[config.mk]
export PLATFORM = sky130hd
export DESIGN_NAME = reg_bank_sb_flat
export DESIGN_NICKNAME = d
export VERILOG_FILES = /design/src/rtl/reg_bank_sb_pkg.sv /design/src/rtl/reg_bank_sb_if.sv /design/src/rtl/reg_bank_sb_bypass_mux.sv /design/src/rtl/reg_bank_sb.sv /design/src/flat_wrapper.sv
export SDC_FILE = /design/constraint.sdc
export NUM_CORES = 1
export LEC_CHECK = 0
export CORE_ASPECT_RATIO = 1.4
export CORE_MARGIN = 4
export CORE_UTILIZATION = 50
export DETAILED_ROUTE_END_ITERATION = 7
export PLACE_DENSITY = 0.76
export RECOVER_POWER = 25
export SYNTH_ARGS = -nofsm -noshare
export SYNTH_HDL_FRONTEND = slang
export SYNTH_SLANG_ARGS = --single-unit
[constraint.sdc]
create_clock -name clk -period 3.65 [get_ports clk]
set_clock_uncertainty 0.2 [all_clocks]
set_input_delay 0.73 -clock clk [delete_from_list [all_inputs] [get_ports clk]]
set_output_delay 0.73 -clock clk [all_outputs]
set_load 0.02 [all_outputs]
[src/rtl/reg_bank_sb_pkg.sv]
// Shared defaults and types for the bypassing register bank with busy scoreboard.
package reg_bank_sb_pkg;
  localparam int DEF_DATA_W = 16;
  localparam int DEF_ADDR_W = 3;
  localparam int DEF_PC_IDX = 7;
  localparam int DEF_NREG   = 2 ** DEF_ADDR_W;

  typedef logic [DEF_ADDR_W-1:0] regAddr_t;
endpackage

[src/rtl/reg_bank_sb_if.sv]
// Register-bank access bundle: write ports, read ports, reservation and status outputs.
// There is no valid/ready pairing here: every enable is a single-cycle qualifier
// sampled at the rising edge, and every output is a zero-latency combinational result.
interface reg_bank_sb_if
  import reg_bank_sb_pkg::*;
#(
  parameter int DATA_W = DEF_DATA_W,
  parameter int ADDR_W = DEF_ADDR_W
) ();
  localparam int NREG = 2 ** ADDR_W;

  logic [DATA_W-1:0] in;
  logic              write;
  logic [ADDR_W-1:0] writeAdd;
  logic [DATA_W-1:0] inR7;
  logic              writeR7;
  logic [ADDR_W-1:0] readAdd1;
  logic [ADDR_W-1:0] readAdd2;
  logic              rdEn1;
  logic              rdEn2;
  logic              reserve;
  logic [ADDR_W-1:0] reserveAdd;
  logic [DATA_W-1:0] regValue1;
  logic [DATA_W-1:0] regValue2;
  logic              equalValue;
  logic [DATA_W-1:0] pcValue;
  logic              hazard;
  logic [NREG-1:0]   busyVec;

  modport master (
    output in, write, writeAdd, inR7, writeR7, readAdd1, readAdd2,
           rdEn1, rdEn2, reserve, reserveAdd,
    input  regValue1, regValue2, equalValue, pcValue, hazard, busyVec
  );

  modport slave (
    input  in, write, writeAdd, inR7, writeR7, readAdd1, readAdd2,
           rdEn1, rdEn2, reserve, reserveAdd,
    output regValue1, regValue2, equalValue, pcValue, hazard, busyVec
  );
endinterface

[src/rtl/reg_bank_sb_bypass_mux.sv]
// One read port: selects forwarded write data, forwarded PC-port data or the stored value,
// and reports whether the addressed register is still waiting on its producer.
module reg_bypass_mux
  import reg_bank_sb_pkg::*;
#(
  parameter int DATA_W = DEF_DATA_W,
  parameter int ADDR_W = DEF_ADDR_W,
  parameter int PC_IDX = DEF_PC_IDX,
  parameter int BYPASS = 1
) (
  input  logic [ADDR_W-1:0] addr,
  input  logic [DATA_W-1:0] stored,
  input  logic              busy,
  input  logic              write,
  input  logic [ADDR_W-1:0] write_add,
  input  logic [DATA_W-1:0] write_data,
  input  logic              write_pc,
  input  logic [DATA_W-1:0] pc_data,
  output logic [DATA_W-1:0] value,
  output logic              pend
);
  localparam logic              EN      = (BYPASS != 0);
  localparam logic [ADDR_W-1:0] PC_ADDR = ADDR_W'(PC_IDX);

  logic hit_w;
  logic hit_pc;

  assign hit_w  = EN && write && (write_add == addr);
  assign hit_pc = EN && write_pc && (addr == PC_ADDR);

  // General write has priority, matching which write lands in the array on a PC collision.
  always_comb begin
    value = stored;
    if (hit_w)       value = write_data;
    else if (hit_pc) value = pc_data;
  end

  // Only a general write retires the producer; the PC port never clears busy.
  assign pend = busy && !hit_w;
endmodule

[src/rtl/reg_bank_sb.sv]
// Decode-stage register bank: two bypassed read ports, general and PC write ports,
// branch-equality compare and a per-register busy scoreboard driving the stall signal.
module reg_bank_sb
  import reg_bank_sb_pkg::*;
#(
  parameter int DATA_W = DEF_DATA_W,
  parameter int ADDR_W = DEF_ADDR_W,
  parameter int PC_IDX = DEF_PC_IDX,
  parameter int BYPASS = 1
) (
  input  logic          clk,
  input  logic          reset,
  reg_bank_sb_if.slave  bus
);
  localparam int                NREG    = 2 ** ADDR_W;
  localparam logic [ADDR_W-1:0] PC_ADDR = ADDR_W'(PC_IDX);

  logic [DATA_W-1:0] regs [NREG];
  logic [NREG-1:0]   busy;
  logic [NREG-1:0]   busy_nxt;
  logic [DATA_W-1:0] val1;
  logic [DATA_W-1:0] val2;
  logic              pend1;
  logic              pend2;

  // Reserve is applied after the clear so a same-cycle new producer keeps the bit set.
  always_comb begin
    busy_nxt = busy;
    if (bus.write)   busy_nxt[bus.writeAdd]   = 1'b0;
    if (bus.reserve) busy_nxt[bus.reserveAdd] = 1'b1;
  end

  always_ff @(posedge clk) begin
    if (reset) begin
      for (int i = 0; i < NREG; i++) regs[i] <= '0;
      busy <= '0;
    end else begin
      busy <= busy_nxt;
      if (bus.write) regs[bus.writeAdd] <= bus.in;
      if (bus.writeR7 && !(bus.write && (bus.writeAdd == PC_ADDR))) regs[PC_ADDR] <= bus.inR7;
    end
  end

  reg_bypass_mux #(
    .DATA_W(DATA_W), .ADDR_W(ADDR_W), .PC_IDX(PC_IDX), .BYPASS(BYPASS)
  ) u_rd1 (
    .addr(bus.readAdd1), .stored(regs[bus.readAdd1]), .busy(busy[bus.readAdd1]),
    .write(bus.write), .write_add(bus.writeAdd), .write_data(bus.in),
    .write_pc(bus.writeR7), .pc_data(bus.inR7),
    .value(val1), .pend(pend1)
  );

  reg_bypass_mux #(
    .DATA_W(DATA_W), .ADDR_W(ADDR_W), .PC_IDX(PC_IDX), .BYPASS(BYPASS)
  ) u_rd2 (
    .addr(bus.readAdd2), .stored(regs[bus.readAdd2]), .busy(busy[bus.readAdd2]),
    .write(bus.write), .write_add(bus.writeAdd), .write_data(bus.in),
    .write_pc(bus.writeR7), .pc_data(bus.inR7),
    .value(val2), .pend(pend2)
  );

  assign bus.regValue1  = val1;
  assign bus.regValue2  = val2;
  assign bus.equalValue = (val1 == val2);
  assign bus.pcValue    = regs[PC_ADDR];
  assign bus.hazard     = (bus.rdEn1 && pend1) || (bus.rdEn2 && pend2);
  assign bus.busyVec    = busy;
endmodule

[src/flat_wrapper.sv]
// flat-port wrapper written by rule: the top's interface ports become plain ports
module reg_bank_sb_flat import reg_bank_sb_pkg::*;
#(
  parameter int DATA_W = DEF_DATA_W,
  parameter int ADDR_W = DEF_ADDR_W,
  parameter int PC_IDX = DEF_PC_IDX,
  parameter int BYPASS = 1
)
  (clk, reset, bus_in, bus_write, bus_writeAdd, bus_inR7, bus_writeR7, bus_readAdd1, bus_readAdd2, bus_rdEn1, bus_rdEn2, bus_reserve, bus_reserveAdd, bus_regValue1, bus_regValue2, bus_equalValue, bus_pcValue, bus_hazard, bus_busyVec);
  reg_bank_sb_if #(.DATA_W(DATA_W), .ADDR_W(ADDR_W)) bus_i ();
  input  logic clk;
  input  logic reset;
  input wire logic [$bits(bus_i.in)-1:0] bus_in;
  input wire logic [$bits(bus_i.write)-1:0] bus_write;
  input wire logic [$bits(bus_i.writeAdd)-1:0] bus_writeAdd;
  input wire logic [$bits(bus_i.inR7)-1:0] bus_inR7;
  input wire logic [$bits(bus_i.writeR7)-1:0] bus_writeR7;
  input wire logic [$bits(bus_i.readAdd1)-1:0] bus_readAdd1;
  input wire logic [$bits(bus_i.readAdd2)-1:0] bus_readAdd2;
  input wire logic [$bits(bus_i.rdEn1)-1:0] bus_rdEn1;
  input wire logic [$bits(bus_i.rdEn2)-1:0] bus_rdEn2;
  input wire logic [$bits(bus_i.reserve)-1:0] bus_reserve;
  input wire logic [$bits(bus_i.reserveAdd)-1:0] bus_reserveAdd;
  output wire logic [$bits(bus_i.regValue1)-1:0] bus_regValue1;
  output wire logic [$bits(bus_i.regValue2)-1:0] bus_regValue2;
  output wire logic [$bits(bus_i.equalValue)-1:0] bus_equalValue;
  output wire logic [$bits(bus_i.pcValue)-1:0] bus_pcValue;
  output wire logic [$bits(bus_i.hazard)-1:0] bus_hazard;
  output wire logic [$bits(bus_i.busyVec)-1:0] bus_busyVec;
  assign bus_i.in = bus_in;
  assign bus_i.write = bus_write;
  assign bus_i.writeAdd = bus_writeAdd;
  assign bus_i.inR7 = bus_inR7;
  assign bus_i.writeR7 = bus_writeR7;
  assign bus_i.readAdd1 = bus_readAdd1;
  assign bus_i.readAdd2 = bus_readAdd2;
  assign bus_i.rdEn1 = bus_rdEn1;
  assign bus_i.rdEn2 = bus_rdEn2;
  assign bus_i.reserve = bus_reserve;
  assign bus_i.reserveAdd = bus_reserveAdd;
  assign bus_regValue1 = bus_i.regValue1;
  assign bus_regValue2 = bus_i.regValue2;
  assign bus_equalValue = bus_i.equalValue;
  assign bus_pcValue = bus_i.pcValue;
  assign bus_hazard = bus_i.hazard;
  assign bus_busyVec = bus_i.busyVec;
  reg_bank_sb #(.DATA_W(DATA_W), .ADDR_W(ADDR_W), .PC_IDX(PC_IDX), .BYPASS(BYPASS)) u_core (.clk(clk), .reset(reset), .bus(bus_i));
endmodule
==> metrics.txt <==
HP Start=u_core.bus.busyVec[5]; Critical Path RT=2.72 ns; Hold Vio Cnt, Final=0; post-DP HPWL=20300 um; MaxCap Viol Count=1; DR WL/cell=26.5 um; top post-synthesis cells by area=edfxtp_1 47%, mux4_2 14%, and2_1 8.1%; num rows=55; Worst setup EP type=primary output; CP delay by family, top=simple AND/OR/NAND/NOR gates; Final Cycle Share=112%; maximum clock frequency=244 MHz; total power=4.94 mW; area share of the largest cell type after synthesis=46.5%; maximum vdd drop=277 uV; Yosys warning total=0; failing checks=max-capacitance violations, max-slew violations, negative setup slack; gr ovfl total=0; DR vias/cell=6.53; Starting Density=51.1%; crit-path max FO=6; FF-to-FF End=u_core.bus.busyVec[6]; num ports=109; EDFF count, synth=128; clock transition at the registers of the reported paths=0.06 ns; antenna-violating nets left=0; Vias=7541; cell taking the most area after synthesis=edfxtp_1; Max stage delay cell, worst path=or4_4; Mapped Cells=664; Core Box Area=16200 um^2; cells along the critical path=buf_2, bufbuf_16, and3_4, buf_4, a21oi_1, a2bb2oi_2, o31ai_4, xor2_1, or4_4, nor4_4, buf_4; area grow syn2layout=46.0%; pre-CTS WS=-1.14 ns; die height=160 um; worst relative slew slack=-6.03%; unrepaired setup endpoints after global routing=yes; # hold bufs at CTS=0; Min-Delay Path Depth=2; Pleak=4.73 nW; Mean Syn Cell Area=12.4 um^2; # DRC=0; R2R setup slack=2.75 ns; Root Buffer=clkbuf_16; TritonCTS Buffers=17; pwr dens=410 nW/um^2; 1st-iter DRT viols=1055; CP Buf/Inv Count=4; Final nets=993; sequential share of the synthesized area=48.5%; CTS Sinks=136; critical path class=primary input to primary output; Post-Syn Area=8260 um^2; Hold Path End=u_core.bus.busyVec[5]; gp weighted congestion=0.972; hold slack=0.317 ns; Final Max Tran Viols=18; initial antenna violation count=1; htree depth=4; DR pass1 iterations=7; most frequent cells in the layout=169 x buf_4, 128 x edfxtp_1, 107 x and2_1, 67 x clkdlybuf4s50_1, 55 x mux4_2; pin count of the biggest net entering global routing=18; ys flop type=edfxtp_1; delay of the slowest critical-path stage=0.55 ns; commonest non-fill, non-tap cell in the layout=buf_4; number of port buffers=108; final worst setup slack=-0.444 ns; Startpoint Class=primary input; Die ar.=18700 um^2; worst skew pair latency=0.42 ns; CTS tree=done; FF-to-FF path depth=2; Least-Margin Pin Slew=1.59 ns; first-pass GRT wire length=46100 um; post-layout util=74.6%; arrival time worst endpoint=3.16 ns; syn nets=715; Finish-stage setup viols=1; status=finished, violations left; Final Critical Period=4.09 ns; vias in the first global route=8088; FILL cells=981; Synth cell types=55; synthesis-stage register bit count=136; Post-synth ARST share=0%; fraction of layout cells with a size suffix above 1=37.5%; FF-to-FF Start=u_core.bus.busyVec[6]; cell repeated most along the worst path=buf_4; Total GRT Usage=33.4%; min-delay worst type=flop to flop; Die W=117 um; final wirelength=30600 um; CTS max path bufs=2
[repair_timing]
item,CTS,global route
pin swaps,18,3
buffers inserted,28,1
endpoints found under the setup margin,34,7
hold endpoints to repair,0,0
gates resized for setup,102,9
gates cloned,2,0
[synthesized netlist by cell type, types with 9 or more instances]
| cell | number |
|---|---|
| a21oi_1 | 26 |
| a22o_1 | 20 |
| and2_1 | 107 |
| buf_2 | 12 |
| clkbuf_1 | 29 |
| edfxtp_1 | 128 |
| inv_1 | 12 |
| mux2i_1 | 25 |
| mux4_2 | 53 |
| nand2_1 | 26 |
| nand3_1 | 10 |
| nor2_1 | 40 |
| nor2b_1 | 22 |
| nor3_1 | 10 |
| o21ai_0 | 17 |
| o31ai_1 | 9 |
| xnor2_1 | 15 |
[sequential cells by signal, indices dropped and copies added, names as in the netlist]
name	flops
u_core.bus.busyVec	8
u_core.regs	128
[worst reg2reg max path: cells and delay by family, from the launching register on]
family | cells | cell delay [ns]
flops | 1 | 0.40
compound gates | 1 | 0.17
buf+inv | 1 | 0.05
[routing by layer]
layer | global-route usage [%] | wire [um] | part of all wire, %
met1 | 40.7 | 10000 | 33
met4 | 20.3 | 2110 | 6.9
met3 | 7.54 | 3620 | 12
met5 | 0 | 0 | 0
met2 | 53.5 | 14900 | 49
[area by class of cell]
type	count	area (um^2)	share of cell area [%]
Clock buffer	20	447	3.70
Antenna cell	1	2.50	0.0207
Timing Repair Buffer	312	2880	23.8
Tap cell	199	249	2.06
Multi-Input combinational cell	462	4290	35.6
Inverter	13	52.6	0.436
Sequential cell	136	4000	33.2
Clock inverter	12	141	1.17
[where the power goes]
group          total, mW  switching, mW  internal (mW)  leakage, nW
logic               1.31          0.637          0.675         3.14
registers           1.89         0.0682           1.82         1.32
clock network       1.75          0.711           1.03        0.270
total               4.94           1.42           3.53         4.73
[how the worst max path moves through the flow]
stage,to,startpoint,slack [ns],depth (start not counted)
floorplan,bus_equalValue,bus_readAdd1[0],-0.23,9
global placement,bus_equalValue,bus_writeR7,-1.16,10
detailed placement,bus_equalValue,bus_writeR7,-1.14,10
CTS,bus_equalValue,bus_readAdd1[1],-0.41,9
global route,bus_equalValue,bus_writeR7,-0.52,11
finish,bus_equalValue,bus_writeR7,-0.44,11
[metrics by stage]
| step | instance area, um^2 | TNS (ns) | cells |
|---|---|---|---|
| 3_3_place_gp | 11000 | -8.63 | 1095 |
| 3_5_place_dp | 11000 | -9.97 | 1095 |
| 4_1_cts | 12100 | -0.407 | 1153 |
| 2_1_floorplan | 8500 | -0.227 | 664 |
| 6_report | 12100 | -0.444 | 1155 |
| 5_1_grt | 12100 | -0.542 | 1155 |
[cells by family after synthesis]
logic type / share of synthesized area, %
AO/OA/AOI/OAI: 9.68
AND/OR/NAND/NOR: 15.9
multiplexers: 19.8
buffers and inverters: 3.83
flip-flops: 48.5
XOR/XNOR: 2.33
Power figures use the tool's default switching activity.
